--- config.mk ---
export PLATFORM = sky130hd
export DESIGN_NAME = majority_sampler
export DESIGN_NICKNAME = d
export VERILOG_FILES = /design/src/rtl/rx_pkg.sv /design/src/rtl/bit_vote.sv /design/src/rtl/majority_sampler.sv
export SDC_FILE = /design/constraint.sdc
export NUM_CORES = 1
export LEC_CHECK = 0
export BUFFER_PORTS_ARGS = -buffer_cell sky130_fd_sc_hd__buf_2
export CORE_MARGIN = 2
export CORE_UTILIZATION = 30
export DETAILED_ROUTE_END_ITERATION = 12
export GPL_TIMING_DRIVEN = 1
export SYNTH_ARGS = -nofsm -noshare
export SYNTH_HDL_FRONTEND = slang
export SYNTH_SLANG_ARGS = --single-unit
--- constraint.sdc ---
create_clock -name majority_sampler_clk -period 4.24 [get_ports majority_sampler_clk]
set_clock_uncertainty 0.2 [all_clocks]
set_input_delay 0.424 -clock majority_sampler_clk [delete_from_list [all_inputs] [get_ports majority_sampler_clk]]
set_output_delay 0.424 -clock majority_sampler_clk [all_outputs]
set_load 0.01 [all_outputs]
--- src/rtl/rx_pkg.sv ---
`timescale 1ns/1ps
// Shared RX definitions: sampler FSM states, legal prescale ratios, window legality helper.
// Latency: none (types and constants only).
// Backpressure: not applicable.
package rx_pkg;

   typedef enum logic [1:0] {
      ST_IDLE    = 2'd0,
      ST_COLLECT = 2'd1,
      ST_VOTE    = 2'd2
   } state_t;

   localparam int PRESC_8  = 8;
   localparam int PRESC_16 = 16;
   localparam int PRESC_32 = 32;

   // Smallest prescale that fits a 2H+1 sample window plus one guard edge.
   function automatic int min_prescale(input int h);
      return 2 * h + 2;
   endfunction

endpackage

--- src/rtl/bit_vote.sv ---
`timescale 1ns/1ps
// Popcount over a sample vector with majority and disagreement flags for a 2H+1 window.
// Latency: purely combinational.
// Backpressure: none; unused sample slots must be driven to 0 by the caller.
module bit_vote #(
   parameter int NUM_SAMPLES = 3,
   parameter int CNT_W       = 3
) (
   input  logic [NUM_SAMPLES-1:0] i_samples,
   input  logic [CNT_W-1:0]       i_h,
   output logic                   o_majority,
   output logic                   o_noise
);

   logic [CNT_W-1:0] w_ones;
   logic [CNT_W-1:0] w_all;

   // Count ones, then compare against half-window and full-window sizes.
   always_comb begin
      w_ones = '0;
      for (int k = 0; k < NUM_SAMPLES; k++) begin
         w_ones = w_ones + CNT_W'(i_samples[k]);
      end
      w_all      = (i_h << 1) | CNT_W'(1);
      o_majority = (w_ones > i_h);
      o_noise    = (w_ones != '0) && (w_ones != w_all);
   end

endmodule

--- src/rtl/majority_sampler.sv ---
`timescale 1ns/1ps
// UART RX bit sampler: captures a centred window of rx_in reads and majority-votes the bit.
// Latency: bit_valid/sampled_bit/noise_err register on the edge after edge_cnt == last is sampled.
// Backpressure: none; samp_en low or an out-of-order edge_cnt drops the partial bit silently.
module majority_sampler
   import rx_pkg::*;
#(
   parameter int NUM_SAMPLES = 3,
   parameter int PRESCALE_W  = 6,
   parameter int CNT_W       = 3
) (
   input  logic                  majority_sampler_clk,
   input  logic                  majority_sampler_rst,
   input  logic                  rx_in,
   input  logic                  samp_en,
   input  logic [PRESCALE_W-1:0] edge_cnt,
   input  logic [PRESCALE_W-1:0] prescale,
   input  logic                  vote_mode,
   output logic                  sampled_bit,
   output logic                  bit_valid,
   output logic                  noise_err,
   output logic                  cfg_err
);

   localparam int H_MAJ = (NUM_SAMPLES - 1) / 2;

   state_t                  r_state;
   logic [PRESCALE_W-1:0]   r_prescale_q;
   logic                    r_mode_q;
   logic [CNT_W-1:0]        r_idx;
   logic [NUM_SAMPLES-1:0]  r_samp;
   logic                    r_sampled_bit;
   logic                    r_bit_valid;
   logic                    r_noise_err;
   logic                    r_cfg_err;

   logic [CNT_W-1:0]        w_h_cfg;
   logic                    w_cfg_bad;
   logic                    w_in_bad;
   logic [CNT_W-1:0]        w_h;
   logic [PRESCALE_W-1:0]   w_centre;
   logic [PRESCALE_W-1:0]   w_first;
   logic [PRESCALE_W-1:0]   w_last;
   logic [PRESCALE_W-1:0]   w_target;
   logic                    w_collecting;
   logic                    w_capture;
   logic                    w_final;
   logic                    w_hold;
   logic [NUM_SAMPLES-1:0]  w_samp_base;
   logic [NUM_SAMPLES-1:0]  w_samp_next;
   logic                    w_majority;
   logic                    w_noise;

   // Window geometry from the latched configuration; too-small prescale degrades to one sample.
   always_comb begin
      w_h_cfg   = r_mode_q ? CNT_W'(H_MAJ) : '0;
      w_cfg_bad = (int'(r_prescale_q) < min_prescale(int'(w_h_cfg)));
      w_in_bad  = (int'(prescale) < min_prescale(vote_mode ? H_MAJ : 0));
      w_h       = w_cfg_bad ? '0 : w_h_cfg;
      w_centre  = r_prescale_q >> 1;
      w_first   = w_centre - PRESCALE_W'(w_h);
      w_last    = w_centre + PRESCALE_W'(w_h);
      w_target  = w_first + PRESCALE_W'(r_idx);
   end

   // Capture qualification; the vote sees the sample being captured this cycle.
   always_comb begin
      w_collecting = (r_state == ST_IDLE) || (r_state == ST_COLLECT);
      w_capture    = samp_en && w_collecting && (edge_cnt == w_target);
      w_final      = w_capture && (w_target == w_last);
      w_hold       = (r_state == ST_COLLECT) && (edge_cnt == (w_target - PRESCALE_W'(1)));
      w_samp_base  = (r_state == ST_COLLECT) ? r_samp : '0;
      w_samp_next  = w_samp_base | (NUM_SAMPLES'(rx_in) << r_idx);
   end

   bit_vote #(
      .NUM_SAMPLES (NUM_SAMPLES),
      .CNT_W       (CNT_W)
   ) u_bit_vote (
      .i_samples  (w_samp_next),
      .i_h        (w_h),
      .o_majority (w_majority),
      .o_noise    (w_noise)
   );

   // Sampler FSM, configuration latch and registered vote outputs.
   always_ff @(posedge majority_sampler_clk) begin
      if (majority_sampler_rst) begin
         r_state       <= ST_IDLE;
         r_prescale_q  <= '0;
         r_mode_q      <= 1'b0;
         r_idx         <= '0;
         r_samp        <= '0;
         r_sampled_bit <= 1'b0;
         r_bit_valid   <= 1'b0;
         r_noise_err   <= 1'b0;
         r_cfg_err     <= 1'b0;
      end else begin
         r_bit_valid <= 1'b0;
         case (r_state)
            ST_IDLE: begin
               r_idx <= '0;
               if (w_capture) begin
                  r_samp  <= w_samp_next;
                  r_idx   <= CNT_W'(1);
                  r_state <= w_final ? ST_VOTE : ST_COLLECT;
               end else begin
                  // Config is frozen from the first capture so the whole window uses one geometry.
                  r_prescale_q <= prescale;
                  r_mode_q     <= vote_mode;
                  r_cfg_err    <= w_in_bad;
               end
            end
            ST_COLLECT: begin
               if (w_capture) begin
                  r_samp <= w_samp_next;
                  r_idx  <= r_idx + CNT_W'(1);
                  if (w_final) begin
                     r_state <= ST_VOTE;
                  end
               end else if (!(samp_en && w_hold)) begin
                  // Enable dropped, skipped edge or wrap: discard the partial bit.
                  r_state <= ST_IDLE;
                  r_idx   <= '0;
               end
            end
            default: begin
               r_state <= ST_IDLE;
               r_idx   <= '0;
            end
         endcase
         if (w_final) begin
            r_sampled_bit <= w_majority;
            r_noise_err   <= w_noise;
            r_bit_valid   <= 1'b1;
         end
      end
   end

   assign sampled_bit = r_sampled_bit;
   assign bit_valid   = r_bit_valid;
   assign noise_err   = r_noise_err;
   assign cfg_err     = r_cfg_err;

endmodule
==> results of run 1 <==
==> cell families (layout without fill, tap and decap cells) <==
family / count (synthesis) / count (layout) / synth area share
multiplexers: 9 / 9 / 0.0561
buffers and inverters: 26 / 53 / 0.0678
AND/OR/NAND/NOR: 58 / 58 / 0.192
flip-flops: 18 / 18 / 0.224
adder cells (fa/ha/maj): 22 / 22 / 0.181
AO/OA/AOI/OAI: 29 / 29 / 0.129
XOR/XNOR: 22 / 22 / 0.150
==> metal layers <==
| metal | routed length, um | vias to the layer above |
|---|---|---|
| li1 | - | 697 |
| met1 | 1580 | 623 |
| met2 | 1580 | 15 |
| met3 | 85 | 2 |
| met4 | 21 | 0 |
| met5 | 0 | - |
==> critical path: stages, from the launching register on <==
cell     delay (ns)
dfxtp_1        0.33
inv_1          0.07
ha_1           0.31
nor4b_4        0.27
nor2_2         0.09
ha_1           0.28
inv_1          0.05
ha_1           0.20
inv_1          0.07
fa_1           0.43
xor2_2         0.19
xnor2_1        0.15
or4_1          0.51
nor2_1         0.13
a311o_2        0.33
mux2i_1        0.22
nor2_1         0.05
==> path summary, 6_finish.rpt <==
path,depth (start not counted),end,startpoint
setup / recovery,16,r_mode_q,r_mode_q
hold / removal,3,r_prescale_q[4],prescale[4]
setup reg to reg,16,r_mode_q,r_mode_q
hold reg to reg,2,cfg_err,cfg_err
==> where the power goes <==
part	internal (mW)	switching (mW)	total, mW
Combinational	0.0938	0.108	0.201
Sequential	0.173	0.00339	0.177
Clock	0.0824	0.0568	0.139
Total	0.350	0.168	0.517
==> layout make-up <==
class | instances | area (sq um) | area share
Timing Repair Buffer | 27 | 155 | 0.0816
Multi-Input combinational cell | 140 | 1160 | 0.611
Clock buffer | 4 | 55.1 | 0.0289
Tap cell | 70 | 87.6 | 0.0461
Inverter | 22 | 82.6 | 0.0434
Sequential cell | 18 | 360 | 0.189
==> sequential cells by signal, indices dropped and copies added (netlist names) <==
register,count
r_mode_q,1
r_idx,3
r_samp,3
r_prescale_q,5
bit_valid,1
cfg_err,1
sampled_bit,1
noise_err,1
r_state,2
==> timing repair <==
action | 4_1_cts | 5_1_grt
setup endpoints to repair | 0 | 18
resized for setup | 0 | 4
hold endpoints to repair | 0 | 0
hold buffers | 0 | 0
==> placed cells by master, fill, tap and decap left out, drive strengths merged, types with 2 or more instances in the layout <==
master / n
a21oi: 11
a22o: 2
a32oi: 2
and3: 2
buf: 27
clkbuf: 4
dfxtp: 18
fa: 2
ha: 20
inv: 22
mux2i: 9
nand2: 6
nand2b: 2
nand3: 6
nor2: 18
nor2b: 4
nor3: 4
nor3b: 2
nor4: 4
nor4b: 2
o211ai: 2
o21ai: 3
xnor2: 12
xnor3: 3
xor2: 7
==> through the flow <==
stage | power, mW | instances
after floorplan | 0.327 | 184
after global placement | 0.374 | 277
after detailed placement | 0.376 | 277
after CTS | 0.518 | 281
after global routing | 0.557 | 281
final | 0.517 | 281
==> metrics.md, run 1 <==
| Metric | Value |
|---|---|
| Die H | `77.2 um` |
| Die Footprint | `5960 sq um` |
| Worst EP arrival | `3.93 ns` |
| Final setup violation count | `0` |
| RSZ-0062 raised after global routing | `no` |
| CTS tree | `built` |
| I/O pin total | `21` |
| Most common cell in the netlist | `inv_1` |
| Count of input and output buffers | `19` |
| Number of global-route vias before repair | `1371` |
| Max cap viols | `0` |
| Number of flops mapped to enable cells by yosys | `0` |
| Gr busiest metal | `met2` |
| Avg WL per Cell | `11.6 um` |
| Initial antenna violation count | `0` |
| Area grow syn2layout | `18.4%` |
| Clock Pin Slew Worst Setup and Hold Paths | `0.07 ns` |
| Worst slack, placed | `0.0931 ns` |
| Final Util | `0.370` |
| Final instance area | `1900 sq um` |
| Met2 Usage GRT | `0.215` |
| Sequential area share after synthesis | `0.224` |
| CP endpoint kind | `register` |
| Hold Slack | `0.212 ns` |
| Pwr/cell area | `272 nW/um^2` |
| DP HPWL | `2700 um` |
| Clock sink count | `18` |
| Total grt overflow | `0` |
| Synthesized cell area | `1610 sq um` |
| Routed wire length | `3270 um` |
| First-pass GRT wire length | `5840 um` |
| Synth async-reset ratio | `0` |
| Largest net degree at the start of global routing | `19` |
| Synth area leader | `dfxtp_1` |
| Leak | `0.825 nW` |
| Detail Route Antenna Nets | `0` |
| Layout cell share with drive strength beyond 1 | `0.180` |
| Area contributors post-synth | `dfxtp_1 22%, ha_1 16%, xnor2_1 6.5%, mux2i_1 5.6%, inv_1 5.1%` |
| First-pass DRT Iterations | `4` |
| CTS buffer count | `3` |
| Post-CTS Setup Repair Bufs | `0` |
| Crit path max fanout | `8` |
| Vias | `1337` |
| Longest Clk Path Bufs | `2` |
| Core Box Area | `5140 sq um` |
| CP startpoint kind | `register` |
| Met1 usage | `0.141` |
| Top-area cell type share of the netlist area | `0.224` |
| Most frequent cells after synthesis | `22 x inv_1, 20 x ha_1, 18 x dfxtp_1, 18 x nor2_1, 12 x xnor2_1` |
| Drc violations | `0` |
| Final hold violations | `0` |
| DP Area | `1820 sq um` |
| DRT iter0 DRCs | `57` |
| Synth Area per Inst | `8.73 sq um` |
| Htree depth | `1` |
| Mapped Nets | `223` |
| GR Layer Usage met3 | `0.0165` |
| Yosys reg bits | `18` |
| Yosys cell types | `45` |
| Register-to-register setup slack | `0.25 ns` |
| Dominant synthesized flop cell | `dfxtp_1` |
| CP Class | `register to register` |
| Initial core utilization | `0.313` |
| Least-Margin Pin Slew | `0.378 ns` |
| Peak VDD IR | `0.179 mV` |
| Slew headroom | `0.748` |
| Fin crit period | `3.99 ns` |
| Status | `completed` |
| PnR worst setup slack | `0.246 ns` |
| CP required | `4.18 ns` |
| Setup TNS | `0 ns` |
| Cell count after synthesis | `184` |
| # rows | `26` |
| Min-delay worst type | `input port to register` |
| DIE WIDTH | `77.2 um` |
| GP Congestion | `0.783` |
| Drt via density | `4.76` |
| CTS root buffer | `clkbuf_8` |
| Fin. max-slew vios | `0` |
| Final net count | `251` |
| Layout fillers | `569` |
| Fmax | `0.250 GHz` |
| Worst skew pair latency | `0.25 ns` |
| # diodes | `0` |
| Syn. warnings | `0` |
| Total track usage | `0.116` |
| Tcrit/Tclk final | `0.942` |
Note: power is estimated with default switching activity, not from simulation.
==> inputs of run 2 (changes only) <==
Settings changed: CORE_UTILIZATION 30 to 50, PLACE_DENSITY from default to 0.71.
==> run 2 against run 1 <==
Critical path depth is the same. Total power shrank 12%. Die area shrank 38%. Global-route usage grew 8.0 points. Sequential share of layout area grew 0.91 points. Flip-flop and latch count is the same. Clock-buffer cell count shrank 1. Combinational power shrank 3%. First-iteration DRC count grew 19%. Largest cell class unchanged.
==> metrics.md, run 2 (synthesized netlist as in run 1, its figures left out) <==
| Metric | Value |
|---|---|
| Status | `completed` |
| Routed wire length | `3230 um` |
| Non-Filler Instances | `253` |
| Count of input and output buffers | `19` |
| CTS root buffer | `clkbuf_4` |
| Clock Pin Slew Worst Setup and Hold Paths | `0.10 ns` |
| CP Class | `register to register` |
| Min-delay worst type | `input port to register` |
| CTS tree | `built` |
| Initial antenna violation count | `0` |
| CTS buffer count | `3` |
| Initial core utilization | `0.526` |
| Detail Route Antenna Nets | `0` |
| Worst stage delay on the critical path | `0.52 ns` |
| Htree depth | `1` |
| Tcrit/Tclk final | `0.937` |
| Fmax | `0.252 GHz` |
| Slowest stage cell, crit path | `or4_1` |
| Largest Register | `r_prescale_q` |
| Top Registers | `r_prescale_q (5), r_idx (3), r_samp (3)` |
| Largest net degree at the start of global routing | `19` |
| Final setup violation count | `0` |
| Top Family by Delay on Critical Path | `adder cells` |
| CP bufs+invs | `3` |
| Post-CTS Setup Repair Bufs | `0` |
| Layout cell share with drive strength beyond 1 | `0.167` |
| Total grt overflow | `0` |
| Final hold violations | `0` |
| GP Congestion | `0.847` |
| CP required | `4.22 ns` |
| Core Box Area | `3050 sq um` |
| Vias | `1349` |
| Worst EP arrival | `3.95 ns` |
| PnR worst setup slack | `0.268 ns` |
| # rows | `20` |
| Longest Clk Path Bufs | `2` |
| Total track usage | `0.196` |
| Worst skew pair latency | `0.29 ns` |
| Pwr/cell area | `250 nW/um^2` |
| # diodes | `0` |
| Commonest non-fill, non-tap cells in the layout | `22 x inv_1, 20 x ha_1, 19 x buf_2` |
| Worst slack, placed | `0.163 ns` |
| Peak VDD IR | `0.239 mV` |
| Area grow syn2layout | `12.9%` |
| Crit-path cells | `inv_1 > ha_1 > nor4b_2 > nor2_1 > ha_1 > inv_1 > ha_1 > inv_1 > fa_2 > xor2_2 > xnor2_1 > or4_1 > nor2_1 > a311o_2 > mux2i_1 > nor2_1` |
| Number of global-route vias before repair | `1327` |
| Clock sink count | `18` |
| RSZ-0062 raised after global routing | `no` |
| Leak | `0.799 nW` |
| Crit path max fanout | `8` |
| First-pass DRT Iterations | `4` |
| Fin. max-slew vios | `0` |
| Hold_buf cts | `0` |
| DIE WIDTH | `60.7 um` |
| Max cap viols | `0` |
| Final net count | `250` |
| CP endpoint kind | `register` |
| Largest register FFs | `5` |
| DP HPWL | `2740 um` |
| Drt via density | `5.33` |
| First-pass GRT wire length | `5550 um` |
| Hold Slack | `0.180 ns` |
| Cells after DPL | `250` |
| Drc violations | `0` |
| Avg WL per Cell | `12.8 um` |
| CP startpoint kind | `register` |
| Slew headroom | `0.753` |
| I/O pin total | `21` |
| Fin crit period | `3.97 ns` |
| Least-Margin Pin Slew | `0.371 ns` |
| Most common cell after layout, fill and taps aside | `inv_1` |
| DRT iter0 DRCs | `68` |
| Setup TNS | `0 ns` |
| Layout fillers | `304` |
| Die Footprint | `3680 sq um` |
| Die H | `60.7 um` |
## run 2: area by class of cell
type | instances | area [sq um] | share of cell area
clock buffers | 3 | 22.5 | 0.0124
inverters | 22 | 82.6 | 0.0455
multi-input cells | 140 | 1150 | 0.632
flip-flops and latches | 18 | 360 | 0.199
well taps | 44 | 55.1 | 0.0303
repair buffers | 26 | 148 | 0.0814
## run 2: power by group
part,internal [mW],switching (mW),total [mW]
logic,0.0897,0.105,0.195
clock network,0.0329,0.0484,0.0814
registers,0.173,0.00339,0.177
total,0.296,0.157,0.453
## run 2: what timing repair did
| action | 4_1_cts | 5_1_grt |
|---|---|---|
| endpoints found under the setup margin | 0 | 12 |
| endpoints found under the hold margin | 0 | 0 |
| gates resized for setup | 0 | 2 |
## run 2: worst min-delay path: stages
cell and delay [ns]:
buf_2 0.09, mux2i_1 0.06, nor2_1 0.07
## run 2: worst paths after layout
path                             startpoint         endpoint  slack (ns)  cells after the start
worst min register to register      cfg_err          cfg_err        0.27                      2
worst min-delay path            prescale[3]  r_prescale_q[3]        0.18                      3
worst max register to register     r_mode_q         r_mode_q        0.27                     16
worst max-delay path               r_mode_q         r_mode_q        0.27                     16
## run 2: layer usage
metal / track usage / wire, um / vias up
met5: 0 / 0 / -
met4: 0.0466 / 20 / 0
met3: 0.0256 / 65 / 2
met2: 0.355 / 1660 / 15
met1: 0.247 / 1490 / 640
li1: - / - / 692
## run 2: metrics by stage
stage	util	instance area (sq um)	total power [mW]
3_3_place_gp	0.584	1780	0.364
3_5_place_dp	0.584	1780	0.372
4_1_cts	0.591	1810	0.453
5_1_grt	0.594	1810	0.484
2_1_floorplan	-	1610	0.327
6_report	0.594	1810	0.453
==> inputs of run 3 (changes only) <==
Settings changed: REMOVE_ABC_BUFFERS from default to 1.
==> run 3 against run 2 <==
Maximum frequency fell by 1.4%. Flip-flop and latch count stayed put. Register-to-register slack lost 0.06 ns. Design area about the same. Critical endpoint is now r_prescale_q[3].
==> metrics.md, run 3 (synthesized netlist as in run 1, its figures left out) <==
| Metric | Value |
|---|---|
| Final instance area | `1810 sq um` |
| # diodes | `0` |
| Number of global-route vias before repair | `1291` |
| Fin crit period | `4.03 ns` |
| Commonest non-fill, non-tap cells in the layout | `22 x inv_1, 20 x ha_1, 19 x buf_2` |
| Slew headroom | `0.743` |
| Largest register FFs | `5` |
| Vias | `1347` |
| Htree depth | `1` |
| CTS buffer count | `3` |
| Gr busiest metal | `met2` |
| Final setup violation count | `0` |
| Worst skew pair latency | `0.28 ns` |
| Routed wire length | `3200 um` |
| Fin. max-slew vios | `0` |
| Core Box Area | `3050 sq um` |
| Final hold violations | `0` |
| Largest Register | `r_prescale_q` |
| Fmax | `0.248 GHz` |
| Drt via density | `5.35` |
| Hold_buf cts | `0` |
| Met1 usage | `0.239` |
| Count of input and output buffers | `19` |
| Clock Pin Slew Worst Setup and Hold Paths | `0.10 ns` |
| Pwr/cell area | `249 nW/um^2` |
| Worst slack, placed | `0.0800 ns` |
| Detail Route Antenna Nets | `0` |
| DP HPWL | `2700 um` |
| Layout cell share with drive strength beyond 1 | `0.159` |
| First-pass GRT wire length | `5330 um` |
| CP Class | `register to register` |
| Initial antenna violation count | `0` |
| Worst EP arrival | `4.01 ns` |
| CP required | `4.22 ns` |
| Die Footprint | `3680 sq um` |
| Longest Clk Path Bufs | `2` |
| Tcrit/Tclk final | `0.950` |
| Largest net degree at the start of global routing | `19` |
| Top Registers | `r_prescale_q (5), r_idx (3), r_samp (3)` |
| Min-delay worst type | `input port to register` |
| Hold Crit Start | `prescale[5]` |
| Most common cell after layout, fill and taps aside | `inv_1` |
| Total track usage | `0.192` |
| First-pass DRT Iterations | `4` |
| Peak VDD IR | `0.199 mV` |
| Status | `completed` |
| CTS tree | `built` |
| Setup crit start | `r_mode_q` |
| DIE WIDTH | `60.7 um` |
| CP endpoint kind | `register` |
| Area grow syn2layout | `12.9%` |
| Avg WL per Cell | `12.7 um` |
| Critical R2R Launch | `r_mode_q` |
| Leak | `0.800 nW` |
| Least-Margin Pin Slew | `0.386 ns` |
| PnR worst setup slack | `0.213 ns` |
| Final Util | `0.594` |
| I/O pin total | `21` |
| CP startpoint kind | `register` |
| Final net count | `249` |
| Clock sink count | `18` |
| Max cap viols | `0` |
| Initial core utilization | `0.526` |
| DRT iter0 DRCs | `50` |
| DP Area | `1780 sq um` |
| Crit path max fanout | `8` |
| # rows | `20` |
| GR Layer Usage met3 | `0.0256` |
| Total grt overflow | `0` |
| Met2 Usage GRT | `0.343` |
| CTS root buffer | `clkbuf_4` |
| Die H | `60.7 um` |
| GP Congestion | `0.864` |
| Drc violations | `0` |
-- run 3: cell types whose count changed in the layout (fill, tap and decap cells not counted), sizes merged --
cell / change
buf: -1
-- run 3: worst paths after layout --
path	to	slack [ns]	cells past startpoint
min	r_prescale_q[5]	0.19	3
max	r_prescale_q[3]	0.21	16
min reg2reg	cfg_err	0.28	2
max reg2reg	r_prescale_q[3]	0.21	16
-- run 3: area by class of cell --
type	instances	area, sq um
clock buffer	3	22.5
fill	300	1240
inverter	22	82.6
multi-input combinational	140	1150
sequential	18	360
tap	44	55.1
timing repair buffer	25	140
-- run 3: metal layers --
layer,part of all wire,vias up
met5,0,-
met4,0.015,0
met3,0.020,6
met2,0.49,20
met1,0.47,629
li1,-,692
-- run 3: repair_timing --
action	in CTS	in global routing
gates resized for setup	0	2
endpoints found under the setup margin	0	16
setup buffers	0	0
-- run 3: power breakdown --
group	switching [mW]	leakage, nW	total (mW)	internal (mW)
clock network	0.0476	0.0138	0.0805	0.0329
registers	0.00402	0.147	0.177	0.173
logic	0.104	0.640	0.193	0.0894
-- run 3: through the flow --
stage          hold WS [ns]  power (mW)  std cells  TNS (ns)
2_1_floorplan         0.261       0.324        180         0
3_3_place_gp          0.236       0.364        249         0
3_5_place_dp          0.261       0.370        249         0
4_1_cts               0.180       0.451        252         0
5_1_grt               0.194       0.483        252  -0.00238
6_report              0.186       0.451        252         0
-- run 3: worst max-delay path, stage by stage (launching register included) --
cell and delay, ns:
dfxtp_1 0.34, inv_1 0.07, ha_1 0.31, nor4b_4 0.25, nor2_1 0.12, ha_1 0.28
inv_1 0.05, ha_1 0.18, inv_1 0.07, fa_1 0.42, xor2_2 0.18, xnor2_1 0.17
or4_1 0.51, nor2_1 0.14, a311o_2 0.34, mux2i_1 0.24, nor2_1 0.05
